**src/rtl/pcu_pkg.sv**
```systemverilog
// Shared mode encodings for the program-counter unit.
// The control FSM imports the same constants so both sides agree on the decode.
package pcu_pkg;

    typedef logic [1:0] pcu_mode_t;

    localparam pcu_mode_t PCU_INC  = 2'b00;
    localparam pcu_mode_t PCU_JUMP = 2'b01;
    localparam pcu_mode_t PCU_CALL = 2'b10;
    localparam pcu_mode_t PCU_RET  = 2'b11;

endpackage

```
**src/rtl/pc_return_stack.sv**
```systemverilog
// Return-address stack for pc_unit.
// Pushes while full and pops while empty are silently ignored; the caller owns error reporting.
module pc_return_stack #(
    parameter int WIDTH       = 16,
    parameter int STACK_DEPTH = 8
) (
    input  logic                             CLK,
    input  logic                             RST,
    input  logic                             push,
    input  logic                             pop,
    input  logic [WIDTH-1:0]                 push_data,
    output logic [WIDTH-1:0]                 top,
    output logic                             full,
    output logic                             empty,
    output logic [$clog2(STACK_DEPTH):0]     count
);

    localparam int IDX_W = $clog2(STACK_DEPTH);
    localparam int CNT_W = IDX_W + 1;

    logic [WIDTH-1:0] mem [STACK_DEPTH];
    logic [CNT_W-1:0] count_q;
    logic [CNT_W-1:0] count_dec;
    logic             do_push;
    logic             do_pop;

    assign full    = (count_q == CNT_W'(STACK_DEPTH));
    assign empty   = (count_q == '0);
    assign do_push = push && !full;
    assign do_pop  = pop && !empty && !push;
    assign count   = count_q;

    // count is one bit wider than the index so "full" is distinguishable from "empty"
    assign count_dec = count_q - CNT_W'(1);
    assign top       = mem[count_dec[IDX_W-1:0]];

    always_ff @(posedge CLK or posedge RST) begin
        if (RST) begin
            count_q <= '0;
        end else if (do_push) begin
            count_q <= count_q + CNT_W'(1);
        end else if (do_pop) begin
            count_q <= count_dec;
        end
    end

    // Storage is not reset; entries only matter once they have been pushed.
    always_ff @(posedge CLK) begin
        if (do_push) begin
            mem[count_q[IDX_W-1:0]] <= push_data;
        end
    end

endmodule

```
**src/rtl/pc_unit.sv**
```systemverilog
// Program counter with increment, jump, call/return via an internal return-address stack,
// precomputed PC+INC, stack status and sticky overflow/underflow flags.
module pc_unit
    import pcu_pkg::*;
#(
    parameter int               WIDTH        = 16,
    parameter int               STACK_DEPTH  = 8,
    parameter int               INC          = 2,
    parameter logic [WIDTH-1:0] RESET_VECTOR = '0
) (
    input  logic             CLK,
    input  logic             RST,
    input  logic             input_PCU_PCWrite,
    input  logic [1:0]       input_PCU_mode,
    input  logic [WIDTH-1:0] input_PCU_newPC,
    input  logic             input_PCU_errClear,
    output logic [WIDTH-1:0] output_PC,
    output logic [WIDTH-1:0] output_PCplus,
    output logic             output_stackFull,
    output logic             output_stackEmpty,
    output logic             output_overflowErr,
    output logic             output_underflowErr
);

    localparam int CNT_W = $clog2(STACK_DEPTH) + 1;

    logic [WIDTH-1:0] pc_q;
    logic [WIDTH-1:0] pc_plus;
    logic [WIDTH-1:0] pc_next;
    logic [WIDTH-1:0] stack_top;
    logic [CNT_W-1:0] stack_count;
    logic             stack_full;
    logic             stack_empty;
    logic             push;
    logic             pop;
    logic             overflow_set;
    logic             underflow_set;
    logic             overflow_q;
    logic             underflow_q;

    assign pc_plus = pc_q + WIDTH'(INC);

    pc_return_stack #(
        .WIDTH       (WIDTH),
        .STACK_DEPTH (STACK_DEPTH)
    ) u_stack (
        .CLK       (CLK),
        .RST       (RST),
        .push      (push),
        .pop       (pop),
        .push_data (pc_plus),
        .top       (stack_top),
        .full      (stack_full),
        .empty     (stack_empty),
        .count     (stack_count)
    );

    // Per-cycle mode decode; an empty RET degrades to INC but still flags underflow.
    always_comb begin
        pc_next       = pc_q;
        push          = 1'b0;
        pop           = 1'b0;
        overflow_set  = 1'b0;
        underflow_set = 1'b0;
        if (input_PCU_PCWrite) begin
            case (input_PCU_mode)
                PCU_INC: begin
                    pc_next = pc_plus;
                end
                PCU_JUMP: begin
                    pc_next = input_PCU_newPC;
                end
                PCU_CALL: begin
                    pc_next      = input_PCU_newPC;
                    push         = !stack_full;
                    overflow_set = stack_full;
                end
                PCU_RET: begin
                    if (stack_empty) begin
                        pc_next       = pc_plus;
                        underflow_set = 1'b1;
                    end else begin
                        pc_next = stack_top;
                        pop     = 1'b1;
                    end
                end
                default: begin
                    pc_next = pc_q;
                end
            endcase
        end
    end

    always_ff @(posedge CLK or posedge RST) begin
        if (RST) begin
            pc_q <= RESET_VECTOR;
        end else begin
            pc_q <= pc_next;
        end
    end

    // A new error in the same cycle as errClear leaves the flag set.
    always_ff @(posedge CLK or posedge RST) begin
        if (RST) begin
            overflow_q  <= 1'b0;
            underflow_q <= 1'b0;
        end else begin
            if (overflow_set) begin
                overflow_q <= 1'b1;
            end else if (input_PCU_errClear) begin
                overflow_q <= 1'b0;
            end
            if (underflow_set) begin
                underflow_q <= 1'b1;
            end else if (input_PCU_errClear) begin
                underflow_q <= 1'b0;
            end
        end
    end

    assign output_PC           = pc_q;
    assign output_PCplus       = pc_plus;
    assign output_stackFull    = (stack_count == CNT_W'(STACK_DEPTH));
    assign output_stackEmpty   = (stack_count == '0);
    assign output_overflowErr  = overflow_q;
    assign output_underflowErr = underflow_q;

endmodule

```
**config.mk**
```make
export PLATFORM = sky130hd
export DESIGN_NAME = pc_unit
export DESIGN_NICKNAME = d
export VERILOG_FILES = /design/src/rtl/pcu_pkg.sv /design/src/rtl/pc_return_stack.sv /design/src/rtl/pc_unit.sv
export SDC_FILE = /design/constraint.sdc
export NUM_CORES = 1
export LEC_CHECK = 0
export CAP_MARGIN = 20
export CELL_PAD_IN_SITES_DETAIL_PLACEMENT = 1
export CELL_PAD_IN_SITES_GLOBAL_PLACEMENT = 1
export CORE_AREA = 8 8 131 133
export DETAILED_ROUTE_END_ITERATION = 10
export DIE_AREA = 0 0 139 141
export GPL_ROUTABILITY_DRIVEN = 0
export HOLD_SLACK_MARGIN = 0.12
export PLACE_DENSITY = 0.71
export SETUP_SLACK_MARGIN = 0.5
export SYNTH_ARGS = -nofsm -noshare
export SYNTH_HDL_FRONTEND = slang
export SYNTH_SLANG_ARGS = --single-unit
```
**constraint.sdc**
```tcl
create_clock -name CLK -period 5.5 [get_ports CLK]
set_input_delay 1.375 -clock CLK [delete_from_list [all_inputs] [get_ports CLK]]
set_output_delay 1.375 -clock CLK [all_outputs]
set_load 0.01 [all_outputs]
```
; Word-level counts from Yosys, hierarchy flattened
; Memories as Yosys holds them, arrays and structs flattened.
; Cells that the tools add are included.
[classes]
addsub = 3
n_eq_ne = 4
mux = 19
n_reduce_logical = 12
[ops]
columns = cell, count
row1 = case mux 16 bit (3 select lines), 1
row2 = adder 16 x 2 -> 16 bit (second input constant), 1
row3 = two-way mux 16 bit, 1
row4 = two-way mux 1 bit, 15
row5 = two-way mux 4 bit, 2
row6 = nonzero test 2 bit, 3
row7 = adder 4 x 1 -> 4 bit (second input constant), 1
row8 = == test 2 bit (second input constant), 2
row9 = == test 4 bit (second input constant), 1
row10 = zero test 4 bit, 1
row11 = subtractor 4 x 1 -> 4 bit (second input constant), 1
row12 = logical AND 1 bit, 3
row13 = zero test 1 bit, 3
row14 = == test 2 x 1 -> 1 bit (second input constant), 1
row15 = zero test 2 bit, 1
row16 = OR reduction 2 bit, 1
[word_totals]
reg_bits = 22
mem_bits_rw = 128
in_bits = 22
out_inout_bits = 36
elab_cells = 43
memories = 1
[mem_list]
columns = memory, words, word_bits, rd, rd_clocked_by_memory_dff, wr, line
row1 = u_stack.mem, 8, 16, 1, 0, 1, pc_return_stack.sv:21  ; logic [WIDTH-1:0] mem [STACK_DEPTH];

; Longest topological paths before layout
; Gate-level depths: netlist (run 1).
[logic_depth]
depth_word = 8
mapped_depth = 10

; Cells and area by module
; A second synthesis (run 1) with hierarchy kept.
[unflattened]
hier_cells = 403
hier_area_um2 = 6834.1
[by_module_without_submodules]
columns = module, n_inst, cells_each, area_per_inst_um2, seq_area_each_um2
row1 = pc_return_stack, 1, 243, 5311.3, 3943.8
row2 = pc_unit, 1, 160, 1522.7, 450.4

; Least setup slack after synthesis (run 1)
; OpenSTA, ideal clock, no wires.
[synth_path]
path_kind = input to register
start = input port input_PCU_PCWrite
end = memory u_stack.mem[0][0], enable pin
setup_time_ns = 0.430
t_arrival_ns = 3.522
t_required_ns = 5.070
setup_slack_ns = 1.548
path_stages = 4
path_buffers = 2
path_cell_list = clkbuf_1 > nand3_1 > clkbuf_1 > nor4_1
[synth_via]
elab_chain_len = 4
[synth_lines]
columns = item, line
row1 = start: declaration, pc_unit.sv:13  ; input logic input_PCU_PCWrite,
row2 = two-way mux 1 bit, pc_unit.sv:65  ; if (input_PCU_PCWrite) begin
row3 = logical AND 1 bit, pc_return_stack.sv:29  ; assign do_push = push && !full;
row4 = two-way mux 1 bit, pc_return_stack.sv:49  ; if (do_push) begin
row5 = two-way mux 1 bit (implied by the code), pc_return_stack.sv:50  ; mem[count_q[IDX_W-1:0]] <= push_data;
row6 = end: declaration, pc_return_stack.sv:21
; No other way between the ends.

; Worst setup path after layout (run 1)
[layout_path]
start = register pc_q[1], in the netlist output_PC[1]
end = output port output_PCplus[13]
[layout_via]
elab_chain_len = 1
[layout_lines]
columns = item, line
row1 = start: declaration, pc_unit.sv:27  ; logic [WIDTH-1:0] pc_q;
row2 = start signal: assignment, pc_unit.sv:98  ; pc_q <= pc_next;
row3 = adder 16 x 2 -> 16 bit, pc_unit.sv:41  ; assign pc_plus = pc_q + WIDTH'(INC);
row4 = end: declaration, pc_unit.sv:18  ; output logic [WIDTH-1:0] output_PCplus,
; No other way between the ends.

==> reports/results.env, run 1 <==
TOTAL_ROUTING_RESOURCE_UTILIZATION_AFTER_GLOBAL_ROUTING_PCT=19.9
GRT_MAX_DEGREE=40
HOLD_VIOLATIONS=0
MAX_CAP_VIOL_COUNT=0
SYN_NETS=477
ROUTEDWLPERCELL_UM=26.2
CRIT_REQUIRED_NS=4.12
DIE_WIDTH_UM=139
RUN_STATUS='finished clean'
CLOCK_LATENCY_NS=0.42
WORST_CLOCK_SKEW_NS=0.0158
DPL-INSTANCE-AREA_MM2=0.00742
POST_ROUTE_CELLS_DRIVE_ABOVE_1_SHARE_PCT=14.2
LEAK_nW=2.88
HTREE_NUM_LEVELS=4
NUM_VIAS=4217
ASYNC_FLOP_SHARE_PCT=14.7
SETUP_TNS_NS=0
PATH_CLK_SLEW_NS=0.06
FIRST_PASS_GRT_WIRE_LENGTH_UM=28800
VIAS_PER_CELL=5.90
WL_UM=18700
CRITICAL_PATH.ENDPOINT_TYPE='output pin'
FINALHOLDWORSTSLACK_NS=0.494
MAX_CLOCK_FREQ_MHz=228
ANT_NETS=0
SYNTH_ENABLE_FLOP_CELLS=128
SYNTH-SEQ-AREA-SHARE_PCT=66.3
DETAILEDROUTE.FIRSTPASSITERATIONCOUNT=5
GRT_SETUP_UNREPAIRED='false'
LAYOUT.CELLS.MOST_COMMON='sky130_fd_sc_hd__edfxtp_1'
LAYOUT_WORST_PATH_CYCLE_SHARE_PCT=79.7
FIN_AREA_MM2=0.00808
FINAL-MAX-SLEW-VIOLATION-COUNT=0
CLOCKBUFFERDEPTH=2
CORE.ROWCOUNT=45
CRIT_PATH_MAX_FANOUT=9
NUM-NETS-FINAL=543
MOST-COMMON-LAYOUT-CELLS='sky130_fd_sc_hd__edfxtp_1 (128), sky130_fd_sc_hd__clkdlybuf4s50_1 (57), sky130_fd_sc_hd__mux2i_1 (36)'
DIE_HEIGHT_UM=141
HPWL_UM=11700
CRIT_PATH_CELL_CHAIN='ha_1 -> nand2_1 -> nor2_4 -> nand4_1 -> xnor2_1 -> clkdlybuf4s50_1'
SYN_AREA_MM2=0.00662
SETUP.WORST_PATH.CLASS='reg -> out'
LAYOUT.CORE_UTILIZATION_PCT=53.9
WORST_MARGIN_SLEW_NS=1.08
MIN_DELAY_WORST_TYPE='reg -> reg'
NUMBER_OF_SETUP_VIOLATIONS_IN_THE_FINAL_REPORT=0
GRT_PASS1_VIAS=4645
CTS_MADE_BUFFERS=17
SYNTH_CELLS=448
SYNTH_SEQ_CELLS=150
INSERTEDDIODECOUNT=0
CLOCK_TREE_ROOT_DRIVER_CELL='sky130_fd_sc_hd__clkbuf_16'
CELLPOWERDENSITY_mW_PER_MM2=560
CRITPATHLAUNCHTYPE='register'
CTS_REPAIR_RESIZE_COUNT=0
GRT_ANTENNA_BEFORE_REPAIR=0
CP.ARRIVAL_NS=3.01
TIMING.SLEW.HEADROOM_PCT=27.9
DRT_FIRST_ITER_VIOLATIONS=352
CTS_TREE='yes'
SYNTH.YOSYS.WARNINGS=0
POST-ROUTE-DRC-COUNT=0
START_UTIL_PCT=44.2
IOS=58
CORE_AREA_MM2=0.0150
SYNTH_FF_TYPE='sky130_fd_sc_hd__edfxtp_1'
CRIT_PATH_MAX_INCR_DELAY_NS=0.66
POSTSYNTHAREAPERCELL_UM2=14.8
POST-CTS-SETUP-BUFFER-COUNT=0
YOSYSUNIQUECELLTYPES=62
VDD_DROP_MAX_mV=0.280
HOLDBUFCOUNTCTS=0
OVERFLOW=0
CRITPATHSLOWESTCELL='sky130_fd_sc_hd__clkdlybuf4s50_1'
AREA_GROWTH_SYN_TO_LAYOUT_PCT=22.0
CLOCK-SINKS=150
PLACE.PORT_BUFFERS=57
FP.DIEAREA_MM2=0.0196
FIN_CRIT_NS=4.39
-- registers in the layout (all words and copies together) (netlist names) --
name and count:
output_overflowErr 1, u_stack.mem 128, u_stack.count 4, output_underflowErr 1, output_PC 16
-- critical path, delay by kind of cell, from the launching register on --
kind                       cells  cell delay, ns
and+or+nand+nor                3            0.55
buffers and inverters          1            0.66
xor gates and xnor gates       1            0.58
adders and majority gates      1            0.31
DFF                            1            0.47
-- final cells by class --
cell class,instances,area [µm²]
fillers,1438,6900
flip-flops and latches,150,4390
multi-input cells,255,2050
repair buffers,70,688
clock buffers,21,460
well taps,188,235
clock inverters,11,173
inverters,20,76.3
-- final timing paths --
path / slack [ns] / cells past startpoint / startpoint / end
setup / recovery: 1.11 / 6 / output_PC[1] / output_PCplus[13]
hold / removal: 0.49 / 1 / u_stack.count[3] / u_stack.count[3]
setup reg to reg: 2.38 / 8 / u_stack.count[0] / output_PC[13]
hold reg to reg: 0.49 / 1 / u_stack.count[3] / u_stack.count[3]
max in group asynchronous: 3.78 / 3 / RST / output_PC[8]
min in group asynchronous: 1.26 / 2 / RST / u_stack.count[2]
-- cells in the mapped netlist (2+ instances only) --
| master | count | area (µm²) |
|---|---|---|
| sky130_fd_sc_hd__a2111oi_0 | 2 | 17.5 |
| sky130_fd_sc_hd__a211o_1 | 2 | 17.5 |
| sky130_fd_sc_hd__a21o_1 | 3 | 22.5 |
| sky130_fd_sc_hd__a21oi_1 | 21 | 105 |
| sky130_fd_sc_hd__a221oi_1 | 4 | 35.0 |
| sky130_fd_sc_hd__a22o_1 | 3 | 26.3 |
| sky130_fd_sc_hd__a22oi_1 | 9 | 67.6 |
| sky130_fd_sc_hd__a31o_2 | 2 | 17.5 |
| sky130_fd_sc_hd__a31oi_1 | 2 | 12.5 |
| sky130_fd_sc_hd__and2_1 | 3 | 18.8 |
| sky130_fd_sc_hd__and3_1 | 4 | 25.0 |
| sky130_fd_sc_hd__and4_1 | 2 | 17.5 |
| sky130_fd_sc_hd__buf_2 | 7 | 35.0 |
| sky130_fd_sc_hd__buf_4 | 5 | 37.5 |
| sky130_fd_sc_hd__buf_6 | 2 | 22.5 |
| sky130_fd_sc_hd__clkbuf_1 | 8 | 30.0 |
| sky130_fd_sc_hd__dfrtp_1 | 22 | 551 |
| sky130_fd_sc_hd__edfxtp_1 | 128 | 3840 |
| sky130_fd_sc_hd__ha_1 | 7 | 87.6 |
| sky130_fd_sc_hd__inv_1 | 17 | 63.8 |
| sky130_fd_sc_hd__inv_2 | 2 | 7.51 |
| sky130_fd_sc_hd__mux2i_1 | 36 | 360 |
| sky130_fd_sc_hd__mux4_1 | 2 | 52.6 |
| sky130_fd_sc_hd__mux4_2 | 12 | 270 |
| sky130_fd_sc_hd__nand2_1 | 34 | 128 |
| sky130_fd_sc_hd__nand3_1 | 22 | 110 |
| sky130_fd_sc_hd__nand4_1 | 4 | 25.0 |
| sky130_fd_sc_hd__nor2_1 | 7 | 26.3 |
| sky130_fd_sc_hd__nor2_2 | 3 | 18.8 |
| sky130_fd_sc_hd__nor3_1 | 8 | 40.0 |
| sky130_fd_sc_hd__o21ai_0 | 10 | 50.1 |
| sky130_fd_sc_hd__o221ai_1 | 3 | 26.3 |
| sky130_fd_sc_hd__o22ai_1 | 4 | 25.0 |
| sky130_fd_sc_hd__o31ai_1 | 5 | 37.5 |
| sky130_fd_sc_hd__or3_1 | 2 | 12.5 |
| sky130_fd_sc_hd__xnor2_1 | 11 | 96.3 |
| sky130_fd_sc_hd__xor2_1 | 5 | 43.8 |
-- routing by layer --
metal	up-vias	GRT usage [%]	wire [µm]
met2	122	33.4	9430
li1	1875	-	-
met5	-	0	0
met4	0	6.93	329
met3	22	5.00	836
met1	2198	24.6	8120
-- report_power, final --
| part | switching [mW] | total (mW) | internal (mW) | leakage [nW] |
|---|---|---|---|---|
| registers | 0.144 | 1.60 | 1.46 | 1.44 |
| clock network | 0.461 | 1.25 | 0.786 | 0.298 |
| logic | 0.975 | 1.67 | 0.698 | 1.14 |
| total | 1.58 | 4.52 | 2.94 | 2.88 |
-- through the flow --
step / instances / total power [mW] / worst slack, ns
after floorplan: 448 / 2.68 / 1.55
after global placement: 682 / 3.25 / 1.71
after global routing: 715 / 4.72 / 0.721
after detailed placement: 682 / 3.29 / 1.56
after CTS: 714 / 4.55 / 1.09
final: 715 / 4.52 / 1.11
-- kinds of logic after synthesis --
group	Yosys count	synth area share [%]
adders and majority gates	7	1.32
and+or+nand+nor	99	7.65
AOI/OAI and AO/OA	81	8.48
xor gates and xnor gates	18	2.78
buffers and inverters	43	3.12
DFF	150	66.3
muxes	50	10.3
Power figures use the tool's default switching activity.
==> run 2: changes to the inputs <==
==> constraint.sdc (replaced) <==
create_clock -name CLK -period 4.13 [get_ports CLK]
set_input_delay 1.0325 -clock CLK [delete_from_list [all_inputs] [get_ports CLK]]
set_output_delay 1.0325 -clock CLK [all_outputs]
set_load 0.01 [all_outputs]
==> run 2 against run 1 <==
Global-route usage decreased by 0.42 points. Non-clock buffer count increased by 12. Hold slack improved by 0.019 ns. Clock power increased by 34%. Total power increased by 35%. Count of clock-buffer cells in the layout increased by 1. Setup slack got worse by 0.53 ns.
==> reports/results.env, run 2 (synthesis results as in run 1) <==
RUN_STATUS='finished clean'
HOLD_DEPTH=1
HOLDBUFCOUNTCTS=0
MIN_DELAY_WORST_ENDPOINT='u_stack.count[3]'
SETUP_TNS_NS=0
LEAK_nW=3.00
GRT_PASS1_VIAS=4536
FIRST_PASS_GRT_WIRE_LENGTH_UM=28200
MAX_CAP_VIOL_COUNT=0
HOLD_VIOLATIONS=0
LAYOUT.CORE_UTILIZATION_PCT=55.3
START_UTIL_PCT=44.2
NUM-NETS-FINAL=555
IOS=58
CTS_MADE_BUFFERS=17
NUMBER_OF_SETUP_VIOLATIONS_IN_THE_FINAL_REPORT=0
CORE_AREA_MM2=0.0150
TOTAL_ROUTING_RESOURCE_UTILIZATION_AFTER_GLOBAL_ROUTING_PCT=19.5
CLOCK-SINKS=150
FP.DIEAREA_MM2=0.0196
ROUTEDWLPERCELL_UM=25.8
WL_UM=18800
FIN_CRIT_NS=3.54
POST-ROUTE-DRC-COUNT=0
ANT_NETS=0
POST_ROUTE_CELLS_DRIVE_ABOVE_1_SHARE_PCT=18.4
GRT_SETUP_UNREPAIRED='false'
MIN_DELAY_WORST_TYPE='reg -> reg'
RR_ENDPOINT='output_PC[10]'
POWER.NET_SWITCHING_mW=2.10
FINAL-MAX-SLEW-VIOLATION-COUNT=0
WORST_CLOCK_SKEW_NS=0.0151
CLOCK_NETWORK_FRACTION_OF_TOTAL_POWER_PCT=27.3
DETAILEDROUTE.FIRSTPASSITERATIONCOUNT=4
PATH_CLK_SLEW_NS=0.06
MOST-COMMON-LAYOUT-CELLS='sky130_fd_sc_hd__edfxtp_1 (128), sky130_fd_sc_hd__clkdlybuf4s50_1 (56), sky130_fd_sc_hd__mux2i_1 (36)'
SETUP.WORST_PATH.CLASS='reg -> out'
CORE.ROWCOUNT=45
GRT_ANTENNA_BEFORE_REPAIR=0
CRIT_REQUIRED_NS=3.10
INSERTEDDIODECOUNT=0
INSTANCES_NO_FILL=727
LAYOUT_WORST_PATH_CYCLE_SHARE_PCT=85.8
CELLPOWERDENSITY_mW_PER_MM2=740
LAYOUT.FILLER_CELLS=1441
DIE_WIDTH_UM=139
VIAS_PER_CELL=5.88
CRITICAL_PATH.ENDPOINT_TYPE='output pin'
HPWL_UM=11500
POWER.SEQUENTIAL.FRACTION_PCT=34.8
POWER.COMBINATIONAL.FRACTION_PCT=37.9
CLOCK_TREE_ROOT_DRIVER_CELL='sky130_fd_sc_hd__clkbuf_16'
CRIT_PATH_MAX_FANOUT=9
DIE_HEIGHT_UM=141
WORST_HOLD_STARTPOINT='u_stack.count[3]'
RRSETUPSLACK_NS=1.21
POST-PLACE-CELLS=687
OVERFLOW=0
PLACE.PORT_BUFFERS=57
CP.ARRIVAL_NS=2.51
DRT_FIRST_ITER_VIOLATIONS=380
CLOCKBUFFERDEPTH=2
CLOCK_LATENCY_NS=0.43
WORST_MARGIN_SLEW_NS=0.972
P_INT_mW=4.02
REG_TO_REG_CRITICAL_PATH_STARTPOINT='u_stack.count[0]'
GRT_MAX_DEGREE=39
MAX_CLOCK_FREQ_MHz=282
LARGEST_REGISTER_FFS=128
VDD_DROP_MAX_mV=0.471
HTREE_NUM_LEVELS=4
TIMING.SLEW.HEADROOM_PCT=34.9
LAYOUT.CELLS.MOST_COMMON='sky130_fd_sc_hd__edfxtp_1'
REG2REG_DEPTH=7
AREA_GROWTH_SYN_TO_LAYOUT_PCT=25.1
CRITPATHLAUNCHTYPE='register'
NUM_VIAS=4272
SWSHARE_PCT=34.3
CTS_TREE='yes'
-- run 2: cell count changes in the layout (fill, tap and decap cells not counted), moves of 3 or more --
cell / before / now
sky130_fd_sc_hd__xnor2_4: 0 / 4
sky130_fd_sc_hd__dfrtp_1: 22 / 19
sky130_fd_sc_hd__clkinv_2: 1 / 4
sky130_fd_sc_hd__buf_4: 12 / 24
sky130_fd_sc_hd__xnor2_1: 11 / 5
sky130_fd_sc_hd__dfrtp_2: 0 / 3
-- run 2: per-layer routing --
| layer | vias to the layer above | part of all wire (%) | global-route usage, % |
|---|---|---|---|
| met2 | 121 | 50 | 32.8 |
| met1 | 2228 | 44 | 24.1 |
| li1 | 1898 | - | - |
| met4 | 0 | 1.8 | 6.24 |
| met5 | - | 0 | 0 |
| met3 | 25 | 4.9 | 4.96 |
-- run 2: final cells by class --
| class | instances | area, µm² | share of cell area, % |
|---|---|---|---|
| clock buffer | 22 | 454 | 5.48 |
| clock inverter | 10 | 180 | 2.17 |
| inverter | 20 | 76.3 | 0.921 |
| multi-input combinational | 255 | 2170 | 26.2 |
| sequential | 150 | 4400 | 53.1 |
| tap | 188 | 235 | 2.84 |
| timing repair buffer | 82 | 768 | 9.27 |
-- run 2: stage by stage --
stage	hold slack (ns)	total power, mW	area [µm²]	setup slack, ns
global placement	0.478	4.35	7460	0.707
floorplan	0.464	3.57	6620	0.520
global route	0.513	6.38	8290	0.479
CTS	0.502	6.15	8170	0.387
finish	0.513	6.13	8290	0.585
detailed placement	0.489	4.40	7460	0.538
-- run 2: how the worst max path moves through the flow --
stage | to | slack, ns | cells past startpoint | startpoint
floorplan | u_stack.mem[0][0] | 0.52 | 4 | input_PCU_PCWrite
global placement | output_PCplus[13] | 0.71 | 6 | output_PC[1]
detailed placement | output_PCplus[13] | 0.54 | 6 | output_PC[1]
CTS | output_PCplus[10] | 0.39 | 4 | output_PC[3]
global route | output_PCplus[13] | 0.48 | 7 | output_PC[2]
finish | output_PCplus[12] | 0.59 | 5 | output_PC[8]
-- run 2: power groups by stage --
stage | Sequential, mW | Clock (mW) | Combinational (mW)
after floorplan | 2.10 | 0 | 1.47
after global placement | 2.13 | 0 | 2.22
after detailed placement | 2.14 | 0 | 2.26
after CTS | 2.13 | 1.69 | 2.33
after global routing | 2.15 | 1.75 | 2.47
final | 2.13 | 1.67 | 2.32
-- run 2: what timing repair did --
action                                  in CTS  in global routing
pin swaps                                    1                  3
cloned                                       0                  0
endpoints found under the setup margin       7                  7
buffers inserted                             1                  6
gates resized for setup                     10                  9
-- run 2: critical path: stages, from the launching register on --
cell,delay [ns]
sky130_fd_sc_hd__dfrtp_1,0.49
sky130_fd_sc_hd__and4_1,0.36
sky130_fd_sc_hd__nand4_1,0.25
sky130_fd_sc_hd__xnor2_1,0.25
sky130_fd_sc_hd__buf_4,0.19
sky130_fd_sc_hd__clkdlybuf4s50_1,0.54
